### src/rtl/pipe_stage_buffer.sv
// Generic inter-stage pipeline register with valid/ready handshake.
// Holds a control bundle and a data bundle per instruction. It can optionally
// use a two-entry skid buffer so that in_ready comes straight from a flop.
// It supports synchronous flush, bubble (NOP) conversion and a saturating
// count of squashed entries.
module pipe_stage_buffer #(
  parameter int DATA_W  = 160,
  parameter int CTRL_W  = 12,
  parameter int INSTR_W = 32,
  parameter int SKID    = 1,
  parameter int CNT_W   = 16
) (
  input  logic              Clk,
  input  logic              Rst_n,
  input  logic              in_valid,
  output logic              in_ready,
  input  logic [CTRL_W-1:0] in_ctrl,
  input  logic [DATA_W-1:0] in_data,
  input  logic              in_bubble,
  input  logic              flush,
  output logic              out_valid,
  input  logic              out_ready,
  output logic [CTRL_W-1:0] out_ctrl,
  output logic [DATA_W-1:0] out_data,
  output logic              out_bubble,
  output logic [1:0]        occupancy,
  output logic [CNT_W-1:0]  squash_cnt
);

  typedef enum logic [1:0] {
    EMPTY = 2'd0,
    ONE   = 2'd1,
    TWO   = 2'd2
  } state_t;

  localparam logic [CNT_W-1:0] CNT_MAX = {CNT_W{1'b1}};

  state_t            state;
  logic              in_ready_q;
  logic [CTRL_W-1:0] m_ctrl;
  logic [DATA_W-1:0] m_data;
  logic              m_bubble;
  logic [CTRL_W-1:0] s_ctrl;
  logic [DATA_W-1:0] s_data;
  logic              s_bubble;

  logic              acc;
  logic              pop;
  logic [CTRL_W-1:0] cv_ctrl;
  logic [DATA_W-1:0] cv_data;
  logic [2:0]        squash_inc;
  logic [CNT_W+1:0]  squash_sum;

  assign out_valid  = (state != EMPTY);
  assign occupancy  = state;
  assign out_ctrl   = out_valid ? m_ctrl : '0;
  assign out_data   = out_valid ? m_data : '0;
  assign out_bubble = out_valid & m_bubble;

  // Without a skid slot the buffer can accept whenever the head leaves or is absent.
  assign in_ready = (SKID != 0) ? in_ready_q : (~out_valid | out_ready);

  assign acc = in_valid & in_ready;
  assign pop = out_valid & out_ready;

  // A bubble keeps the upper data fields but zeroes control and the instruction word.
  assign cv_ctrl = in_bubble ? '0 : in_ctrl;
  assign cv_data = in_bubble ? {in_data[DATA_W-1:INSTR_W], {INSTR_W{1'b0}}} : in_data;

  // Entries lost on flush: those held and not leaving this edge, plus a beat arriving now.
  assign squash_inc = {1'b0, state} - {2'b00, pop} + {2'b00, acc};
  assign squash_sum = {2'b00, squash_cnt} + {{(CNT_W - 1){1'b0}}, squash_inc};

  // Handshake FSM: M is the head seen downstream, S catches a beat while M is stalled.
  always_ff @(posedge Clk) begin
    if (!Rst_n) begin
      state      <= EMPTY;
      in_ready_q <= 1'b1;
      m_ctrl     <= '0;
      m_data     <= '0;
      m_bubble   <= 1'b0;
      s_ctrl     <= '0;
      s_data     <= '0;
      s_bubble   <= 1'b0;
      squash_cnt <= '0;
    end else if (flush) begin
      state      <= EMPTY;
      in_ready_q <= 1'b1;
      m_ctrl     <= '0;
      m_data     <= '0;
      m_bubble   <= 1'b0;
      s_ctrl     <= '0;
      s_data     <= '0;
      s_bubble   <= 1'b0;
      if (squash_sum > {2'b00, CNT_MAX})
        squash_cnt <= CNT_MAX;
      else
        squash_cnt <= squash_sum[CNT_W-1:0];
    end else begin
      case (state)
        EMPTY: begin
          if (acc) begin
            state    <= ONE;
            m_ctrl   <= cv_ctrl;
            m_data   <= cv_data;
            m_bubble <= in_bubble;
          end
        end
        ONE: begin
          if (acc && pop) begin
            m_ctrl   <= cv_ctrl;
            m_data   <= cv_data;
            m_bubble <= in_bubble;
          end else if (acc && (SKID != 0)) begin
            state      <= TWO;
            in_ready_q <= 1'b0;
            s_ctrl     <= cv_ctrl;
            s_data     <= cv_data;
            s_bubble   <= in_bubble;
          end else if (pop) begin
            state    <= EMPTY;
            m_ctrl   <= '0;
            m_data   <= '0;
            m_bubble <= 1'b0;
          end
        end
        TWO: begin
          if (pop) begin
            state      <= ONE;
            in_ready_q <= 1'b1;
            m_ctrl     <= s_ctrl;
            m_data     <= s_data;
            m_bubble   <= s_bubble;
            s_ctrl     <= '0;
            s_data     <= '0;
            s_bubble   <= 1'b0;
          end
        end
        default: begin
          state      <= EMPTY;
          in_ready_q <= 1'b1;
        end
      endcase
    end
  end

endmodule
### config.mk
export PLATFORM = sky130hd
export DESIGN_NAME = pipe_stage_buffer
export DESIGN_NICKNAME = d
export VERILOG_FILES = /design/src/rtl/pipe_stage_buffer.sv
export SDC_FILE = /design/constraint.sdc
export NUM_CORES = 1
export LEC_CHECK = 0
export ABC_AREA = 1
export CORE_MARGIN = 1.5
export CORE_UTILIZATION = 55
export CTS_BUF_LIST = sky130_fd_sc_hd__clkbuf_4 sky130_fd_sc_hd__clkbuf_8
export DETAILED_ROUTE_END_ITERATION = 7
export PLACE_DENSITY_LB_ADDON = 0.05
export SLEW_MARGIN = 20
export SYNTH_ARGS = -nofsm -noshare
export SYNTH_HDL_FRONTEND = slang
export SYNTH_SLANG_ARGS = --single-unit
export TNS_END_PERCENT = 10
### constraint.sdc
create_clock -name Clk -period 5.7 [get_ports Clk]
set_input_delay 1.14 -clock Clk [delete_from_list [all_inputs] [get_ports Clk]]
set_output_delay 1.14 -clock Clk [all_outputs]
set_load 0.005 [all_outputs]
---- After elaboration in Yosys (flattened, before gate mapping) ----
Cells that the tools add are included.
word-level totals
  flip-flop bits (word level) ............. 365
  bits in latches ......................... 0
  bits in writable memories ............... 0
  bits in read-only memories .............. 0
  input bits .............................. 178
  output and inout bits ................... 193
  logic and storage cells ................. 76
  memories kept ........................... 0
operators by class
  $add $sub $neg .......................... 3
  $mul .................................... 0
  divide/modulo/power cells ............... 0
  magnitude comparators ................... 1
  eq/ne operators ......................... 9
  shift-type cells ........................ 0
  mux-type cells .......................... 39
  bitwise gates (word level) .............. 5
  reduce and logical (&&, ||, !) cells .... 10
operators by type and width
  operator              number
  $mux 160              7
  $pmux 160 s3          1
  $pmux 160 s2          1
  $mux 12               8
  $pmux 12 s3           1
  $mux 32               1
  $pmux 12 s2           1
  $add 16x3->17         1
  $gt 17x16->1 const B  1
  $mux 16               1
  $reduce_and 4->1      3
  $mux 2                5
  $mux 1                9
  $ne 3x3->1 const B    3
  $ne 2x2->1 const B    4
  $pmux 1 s3            2
  $pmux 2 s3            1
  $reduce_and 5->1      1
  $reduce_bool 2->1     2
  $add 3x1->3           1
  $and 1x1->1           3
  $reduce_bool 3->1     1
  $sub 2x1->3           1
  $eq 2x1->1 const B    1
  other kinds (6)       7

---- Depth between registers and ports, before layout ----
Gate-level depths: netlist of the first run.
  depth in word-level cells ............... 7
  mapped depth ............................ 20
  mapped depth without buffers ............ 19

---- Worst setup path after synthesis of the first run ----
No wires, ideal clock.
  kind .................................... input to register
  start point ............................. input port in_valid
  end point ............................... register squash_cnt[13]
  setup time .............................. 0.070 ns
  arrival ................................. 3.584 ns
  required time ........................... 5.630 ns
  setup slack ............................. 2.047 ns
  stages on the path ...................... 16
  buffers on the path ..................... 1
  path through ............................ nand2_2 > inv_1 > ha_1 > inv_1 > ha_1 > fa_1 > inv_1 > fa_1 > inv_1 > nand3_1 > nand2_1 > nand4_1 > nor2_1 > nor2_1 > buf_2 > a21oi_1
between the ends
  cells in the longest elaborated chain, start to end .. 5
ends and longest elaborated chain
  item                    RTL line  text
  start: declaration      15        input logic in_valid,
  $and 1x1->1 *           63        assign acc = in_valid & in_ready;
  $add 3x1->3 *           71        assign squash_inc = {1'b0, state} - {2'b00, pop} + {2'b00, acc};
  $add 16x3->17 *         72        assign squash_sum = {2'b00, squash_cnt} + {{(CNT_W - 1){1'b0}}, squash_inc};
  $gt 17x16->1            95        if (squash_sum > {2'b00, CNT_MAX})
  $mux 16 *               95
  end signal: assignment  98        squash_cnt <= squash_sum[CNT_W-1:0];
  end: declaration        27        output logic [CNT_W-1:0] squash_cnt
Every way passes the cells marked *; elsewhere a longest branch is shown, timed or not.
A chain may end at the register's enable or synchronous reset.

---- Final worst setup path of the first run ----
  start point ............................. register state[1], in the netlist occupancy[1]
  end point ............................... output port out_data[111]
between the ends
  cells in the longest elaborated chain, start to end .. 2
ends and longest elaborated chain
  item                      RTL line  text
  start: declaration        38        state_t state;
  start signal: assignment  77        state <= EMPTY;
  start signal: assignment  87        state <= EMPTY;
  start signal: assignment  103       state <= ONE;
  $reduce_bool 2->1         54        assign out_valid = (state != EMPTY);
  $mux 160                  57        assign out_data = out_valid ? m_data : '0;
  end: declaration          24        output logic [DATA_W-1:0] out_data,
No other way between the ends.

==> qor.yml, run 1 <==
floorplan:
  row_count: 64
  fp.dieH_um: 181
  die_area_um2: 32700
  core_um2: 30800
  die_x_um: 181
  num_io_pins: 371
  initial_core_util_pct: 56.4
placement:
  postPlaceCellArea_um2: 20800
  dp_slack_ns: 1.06
  place_hpwl_um: 31100
  portBuffers: 370
  dp_cells: 3250
  routabilityCongestion: 0.838
pwr:
  power_frac_seq_pct: 43.4
  power_frac_clock_pct: 34.9
  p_sw_share_pct: 30.9
  intPower_w: 0.00454
  netSwitchingPower_w: 0.00203
  ir_worst_vdd_mv: 0.186
  p_per_area_nw_per_um2: 298
  leakagePower_nw: 8.53
  power_frac_comb_pct: 21.6
worst_setup_path:
  endpoint_kind: "output pin"
  arrival_ns: 3.49
  cp_slowest_stage_delay_ns: 0.76
  start_kind: "register"
  cpMaxStageDelayCell: "ha_4"
  crit_chain: "inv_1 > ha_4 > buf_6 > nor2_1 > clkdlybuf4s50_1"
  worstReg2RegStart: "occupancy[1]"
  path_delay_family: "buffers and inverters"
  crit_type: "reg -> out"
  critical_path.max_fanout: 100
  cp-startpoint: "occupancy[1]"
  cp.required_ns: 4.56
  crit_buf_inv: 3
sta:
  tightest_slew_ns: 1.14
  setup_tns_ns: 0
  max_freq_ghz: 0.216
  drv_slew: 0
  fin_crit_ns: 4.63
  finalHoldViolCount: 0
  fin_ws_ns: 1.07
  period_share_pct: 81.2
  fin_worst_skew_ns: 0.0218
  relSlewSlack_pct: 23.7
  finalSetupViolCount: 0
  rsz0062_at_grt: "false"
yosys:
  syn_area_um2: 17400
  syn-num-nets: 2856
  synthCells: 2665
  ys_ff_latch: 365
  ys_seq_area_share_pct: 42.0
  synth.distinct_cells: 31
  ys_warn_count: 0
  syn_avg_cell_area_um2: 6.53
clocking:
  clkSinkCount: 365
  cts_setup_buffers: 0
  clk-insertion-delay-late_ns: 0.61
  cts-buffers-inserted: 58
  root_buffer: "clkbuf_8"
  cts_hold_buf: 0
  cts_buffer_depth: 3
  cts_tree: "done"
  h-tree-depth: 2
  clk_pin_slew_ns: 0.06
  ctsResizeCount: 0
route:
  antenna_left: 0
  via_per_inst: 5.32
  drcViolationCount: 0
  vias: 17800
  drt_pass1_iterations: 5
  routedWlPerCell_um: 15.5
  first_iter_violations: 1705
  finalWirelength_um: 52000
global_routing:
  grt_overflow: 0
  grt_pass1_wl_um: 84200
  grt_max_degree: 140
  antenna_found_initial: 4
  grt_pass1_vias: 16900
  grt_usage_pct: 31.1
run:
  maxCapViolCount: 0
status:
  status: "complete, no violations"
cells_and_area:
  nFillCells: 2615
  drive_above_1_share_pct: 4.67
  fin_area_um2: 22000
  utilization_pct: 71.4
  syn_to_final_growth_pct: 26.6
  layout.cells.non_filler: 3352
  fin_nets: 3105
worst_hold_path:
  hold_class: "reg -> reg"
  worstHoldStart: "s_data[135]"
-- path summary, 6_finish.rpt --
path,end,slack (ns),cells past startpoint
setup / recovery,out_data[111],1.07,5
setup reg to reg,squash_cnt[2],1.35,16
hold / removal,s_data[135],0.50,2
hold reg to reg,s_data[135],0.50,2
-- area by class of cell --
| cell class | instances | area, µm² | area share, % |
|---|---|---|---|
| clock inverters | 4 | 22.5 | 0.102 |
| inverters | 337 | 1280 | 5.84 |
| repair buffers | 388 | 3880 | 17.6 |
| well taps | 396 | 495 | 2.25 |
| clock buffers | 95 | 1170 | 5.31 |
| multi-input cells | 1764 | 7840 | 35.6 |
| diodes | 3 | 7.51 | 0.0341 |
| flip-flops and latches | 365 | 7310 | 33.2 |
-- registers in the layout, summed over array words and instances (netlist names), 2 cells and up --
register    count
s_ctrl         12
m_ctrl         12
occupancy       2
squash_cnt     16
m_data        160
s_data        160
-- logic make-up (layout without fill, tap and decap cells) --
group	Yosys count	after routing	share of synthesized area (%)
AOI/OAI and AO/OA	730	730	21.1
xor gates and xnor gates	7	7	0.352
adders and majority gates	13	13	1.02
buffers and inverters	536	824	13.1
DFF	365	365	42.0
other	0	3	0
and+or+nand+nor	1014	1014	22.5
-- routing by layer --
metal / share of wire, % / up-vias / track usage (%)
li1: - / 8800 / -
met1: 44 / 8220 / 41.2
met2: 45 / 708 / 50.3
met3: 8.1 / 102 / 5.56
met4: 2.9 / 2 / 12.3
met5: 0.017 / - / 0
-- Yosys cell counts --
library cell / number / share of area [%]
clkbuf_2: 5 / 0.14
o21ai_0: 629 / 18
o21bai_1: 1 / 0.043
o21a_1: 1 / 0.043
clkbuf_1: 86 / 1.9
buf_1: 5 / 0.11
nor2_4: 2 / 0.13
xor2_1: 3 / 0.15
nand2_2: 3 / 0.11
inv_2: 4 / 0.086
nand3_1: 16 / 0.46
buf_6: 17 / 1.1
nand4_1: 5 / 0.18
nor3_1: 1 / 0.029
a21oi_1: 16 / 0.46
o31ai_1: 1 / 0.043
o21ai_2: 1 / 0.050
ha_1: 11 / 0.79
inv_1: 332 / 7.2
dfxtp_1: 365 / 42
fa_1: 2 / 0.23
o21ai_1: 81 / 2.3
and2_1: 1 / 0.036
nand2_1: 262 / 5.7
nor2_1: 719 / 16
nor3_4: 1 / 0.094
inv_4: 1 / 0.036
nand2_4: 4 / 0.26
buf_2: 78 / 2.2
xnor2_1: 4 / 0.20
buf_4: 8 / 0.35
-- cells in the final DEF (no fill, tap or decap), types with 4 or more instances in the layout --
cell type,instances
o21ai_1,81
nand3_1,16
clkbuf_4,22
nand2_4,4
nand2_1,262
o21ai_0,629
buf_4,13
xnor2_1,4
clkdlybuf4s50_1,370
nor2_1,718
inv_1,330
nand4_1,5
ha_1,9
a21oi_1,16
dfxtp_1,365
clkbuf_8,73
-- worst min-delay path: stages, from the launching register on --
cell	delay, ns
dfxtp_1	0.32
o21ai_1	0.07
nor2_1	0.07
-- per-stage QoR --
step / total power (W) / hold slack [ns]
after detailed placement: 0.00430 / 0.483
after CTS: 0.00658 / 0.500
after global routing: 0.00690 / 0.518
final: 0.00657 / 0.496
after floorplan: 0.00386 / 0.463
after global placement: 0.00427 / 0.476
-- power by group through the flow --
| stage | Sequential, W | Clock [W] | Combinational, W |
|---|---|---|---|
| 2_1_floorplan | 0.00288 | 0 | 0.000983 |
| 3_3_place_gp | 0.00290 | 0 | 0.00137 |
| 3_5_place_dp | 0.00290 | 0 | 0.00140 |
| 4_1_cts | 0.00285 | 0.00232 | 0.00141 |
| 5_1_grt | 0.00287 | 0.00244 | 0.00159 |
| 6_report | 0.00285 | 0.00229 | 0.00142 |
No activity file was read; power rests on OpenSTA's default activity.
==> run 2: changes to the inputs <==
CORE_UTILIZATION = 53   (was 55)
clock period = 4.85 ns   (was 5.7 ns; I/O delays follow)
==> qor.yml, run 2 (synthesis gave the netlist of run 1 again) <==
status:
  status: "complete, no violations"
sta:
  setup_tns_ns: 0  # unchanged
  finalSetupViolCount: 0  # unchanged
  fin_worst_skew_ns: 0.0249  # +0.00313 ns
  finalHoldViolCount: 0  # unchanged
  tightest_slew_ns: 0.974  # -0.171 ns
  period_share_pct: 80.5
  fin_crit_ns: 3.90
  relSlewSlack_pct: 35.0  # +11 points
  max_freq_ghz: 0.256
  rsz0062_at_grt: "false"
  drv_slew: 0  # unchanged
worst_setup_path:
  cp.required_ns: 3.88  # -0.68 ns
  cpMaxStageDelayCell: "clkdlybuf4s50_1"
  crit_buf_inv: 3  # unchanged
  worstReg2RegStart: "occupancy[1]"
  arrival_ns: 2.93  # -0.56 ns
  path_delay_family: "buffers and inverters"
  cp-startpoint: "occupancy[1]"
  r2r-end: "squash_cnt[4]"
  endpoint: "out_ctrl[8]"
  cp_slowest_stage_delay_ns: 0.57  # -0.19 ns
  endpoint_kind: "output pin"
  crit_chain: "inv_1 > ha_4 > buf_12 > nor2_1 > clkdlybuf4s50_1"
  critical_path.max_fanout: 176  # +76%
  r2r_cells: 16  # unchanged
  crit_type: "reg -> out"
  rrSetupSlack_ns: 0.99  # -0.36 ns
  start_kind: "register"
  cp.depth: 5  # unchanged
worst_hold_path:
  worstHoldStart: "s_data[148]"
  min_path_cells: 2  # unchanged
  hold_class: "reg -> reg"
pwr:
  p_sw_share_pct: 30.6  # -0.26 points
  power_frac_seq_pct: 42.8  # -0.6 points
  power_frac_comb_pct: 21.3  # -0.3 points
  totalPowerFinal_w: 0.00783  # +19%
  leakagePower_nw: 8.57  # +0.44%
  netSwitchingPower_w: 0.00240  # +18%
  p_per_area_nw_per_um2: 353  # +18%
  intPower_w: 0.00543  # +20%
  power_frac_clock_pct: 35.9  # +1.0 points
  ir_worst_vdd_mv: 0.264  # +42%
floorplan:
  num_io_pins: 371  # unchanged
  row_count: 66  # +3.1%
  core_um2: 32500  # +5.3%
  fp.dieH_um: 184  # +1.8%
  initial_core_util_pct: 53.6  # -2.8 points
  die_x_um: 184  # +1.8%
  die_area_um2: 33900  # +3.7%
route:
  drcViolationCount: 0  # unchanged
  drt_pass1_iterations: 7  # +2
  antenna_left: 0  # unchanged
  vias: 17700  # -0.75%
  first_iter_violations: 1516  # -11%
  routedWlPerCell_um: 15.1  # -2.7%
  via_per_inst: 5.21  # -2.0%
  finalWirelength_um: 51200  # -1.5%
cells_and_area:
  syn_to_final_growth_pct: 27.4
  fin_nets: 3105  # unchanged
  top_regs: "m_data x160, s_data x160, squash_cnt x16"
  mostFrequentLayoutCell: "nor2_1"
  multi_input_area_um2: 7840  # unchanged
  layout.cells.non_filler: 3396  # +1.3%
  layout_common_cells: "718 x nor2_1, 629 x o21ai_0, 370 x clkdlybuf4s50_1"
  nFillCells: 2880  # +10%
  regArea_um2: 7310  # unchanged
  drive_above_1_share_pct: 4.67  # unchanged
global_routing:
  grt_pass1_wl_um: 82100  # -2.6%
  grt_overflow: 0  # unchanged
  grt_usage_pct: 29.5  # -1.6 points
  grt_pass1_vias: 16600  # -1.8%
  grt_max_degree: 217  # +55%
  antenna_found_initial: 3  # -1
clocking:
  h-tree-depth: 2  # unchanged
  cts_tree: "done"
  clkSinkCount: 365  # unchanged
  cts_hold_buf: 0  # unchanged
  clk_pin_slew_ns: 0.06  # about the same
  clk-insertion-delay-late_ns: 0.61  # about the same
  cts_setup_buffers: 0  # unchanged
  root_buffer: "clkbuf_8"
  cts_buffer_depth: 3  # unchanged
  ctsResizeCount: 0  # unchanged
  cts-buffers-inserted: 60  # +3.4%
placement:
  routabilityCongestion: 0.844  # +0.63%
  place_hpwl_um: 29200  # -6.1%
  portBuffers: 370  # unchanged
  dp_cells: 3294  # +1.4%
run:
  maxCapViolCount: 0  # unchanged
run 2: cell types whose count changed in the layout (fill, tap and decap cells not counted):
| cell | previous run | this run |
|---|---|---|
| buf_12 | 3 | 8 |
| buf_4 | 13 | 8 |
| clkbuf_8 | 73 | 76 |
| buf_6 | 2 | 0 |
| clkbuf_4 | 22 | 20 |
| diode_2 | 3 | 1 |
| inv_6 | 1 | 3 |
| bufinv_16 | 0 | 1 |
| clkinvlp_4 | 1 | 0 |
| inv_8 | 1 | 0 |
run 2: power by group through the flow:
stage	sequential, W	clock [W]	combinational (W)
3_3_place_gp	0.00340	0	0.00162
2_1_floorplan	0.00338	0	0.00116
3_5_place_dp	0.00341	0	0.00164
4_1_cts	0.00335	0.00285	0.00166
5_1_grt	0.00338	0.00298	0.00187
6_report	0.00335	0.00281	0.00167
run 2: worst register-to-register path, stage by stage (launching register included):
cell     delay [ns]
dfxtp_1        0.48
inv_1          0.19
ha_4           0.22
inv_4          0.07
nand2_4        0.07
ha_1           0.29
inv_1          0.04
ha_1           0.18
fa_1           0.37
xnor2_1        0.13
ha_1           0.35
nand3_1        0.13
nand2_1        0.16
nand4_1        0.19
nor2_1         0.08
nor2_1         0.60
a21oi_1        0.15
run 2: worst min path at each step:
stage	to
global placement	s_data[69]
detailed placement	s_data[55]
finish	s_data[148]
CTS	s_data[112]
global route	s_data[62]
floorplan	m_data[96]
run 2: area by class of cell:
type | count | share of cell area [%]
multi-input cells | 1764 | 35.4
flip-flops and latches | 365 | 33.0
repair buffers | 386 | 17.7
inverters | 337 | 5.79
clock buffers | 96 | 5.40
well taps | 442 | 2.50
clock inverters | 5 | 0.243
diodes | 1 | 0.0113
run 2: per-layer routing:
metal	vias up	track usage [%]	part of all wire, %
met5	-	0	0.055
met2	712	48.9	46
met4	4	10.9	3.0
met3	100	6.24	8.5
li1	8798	-	-
met1	8084	37.8	43
run 2: per-stage QoR:
step,worst slack (ns),hold slack [ns],utilization [%],instance area (µm²)
6_report,0.946,0.496,68.3,22200
5_1_grt,0.676,0.518,68.3,22200
4_1_cts,1.02,0.501,68.3,22200
3_5_place_dp,0.428,0.483,64.4,20900
3_3_place_gp,0.568,0.477,64.4,20900
2_1_floorplan,1.37,0.463,-,17400
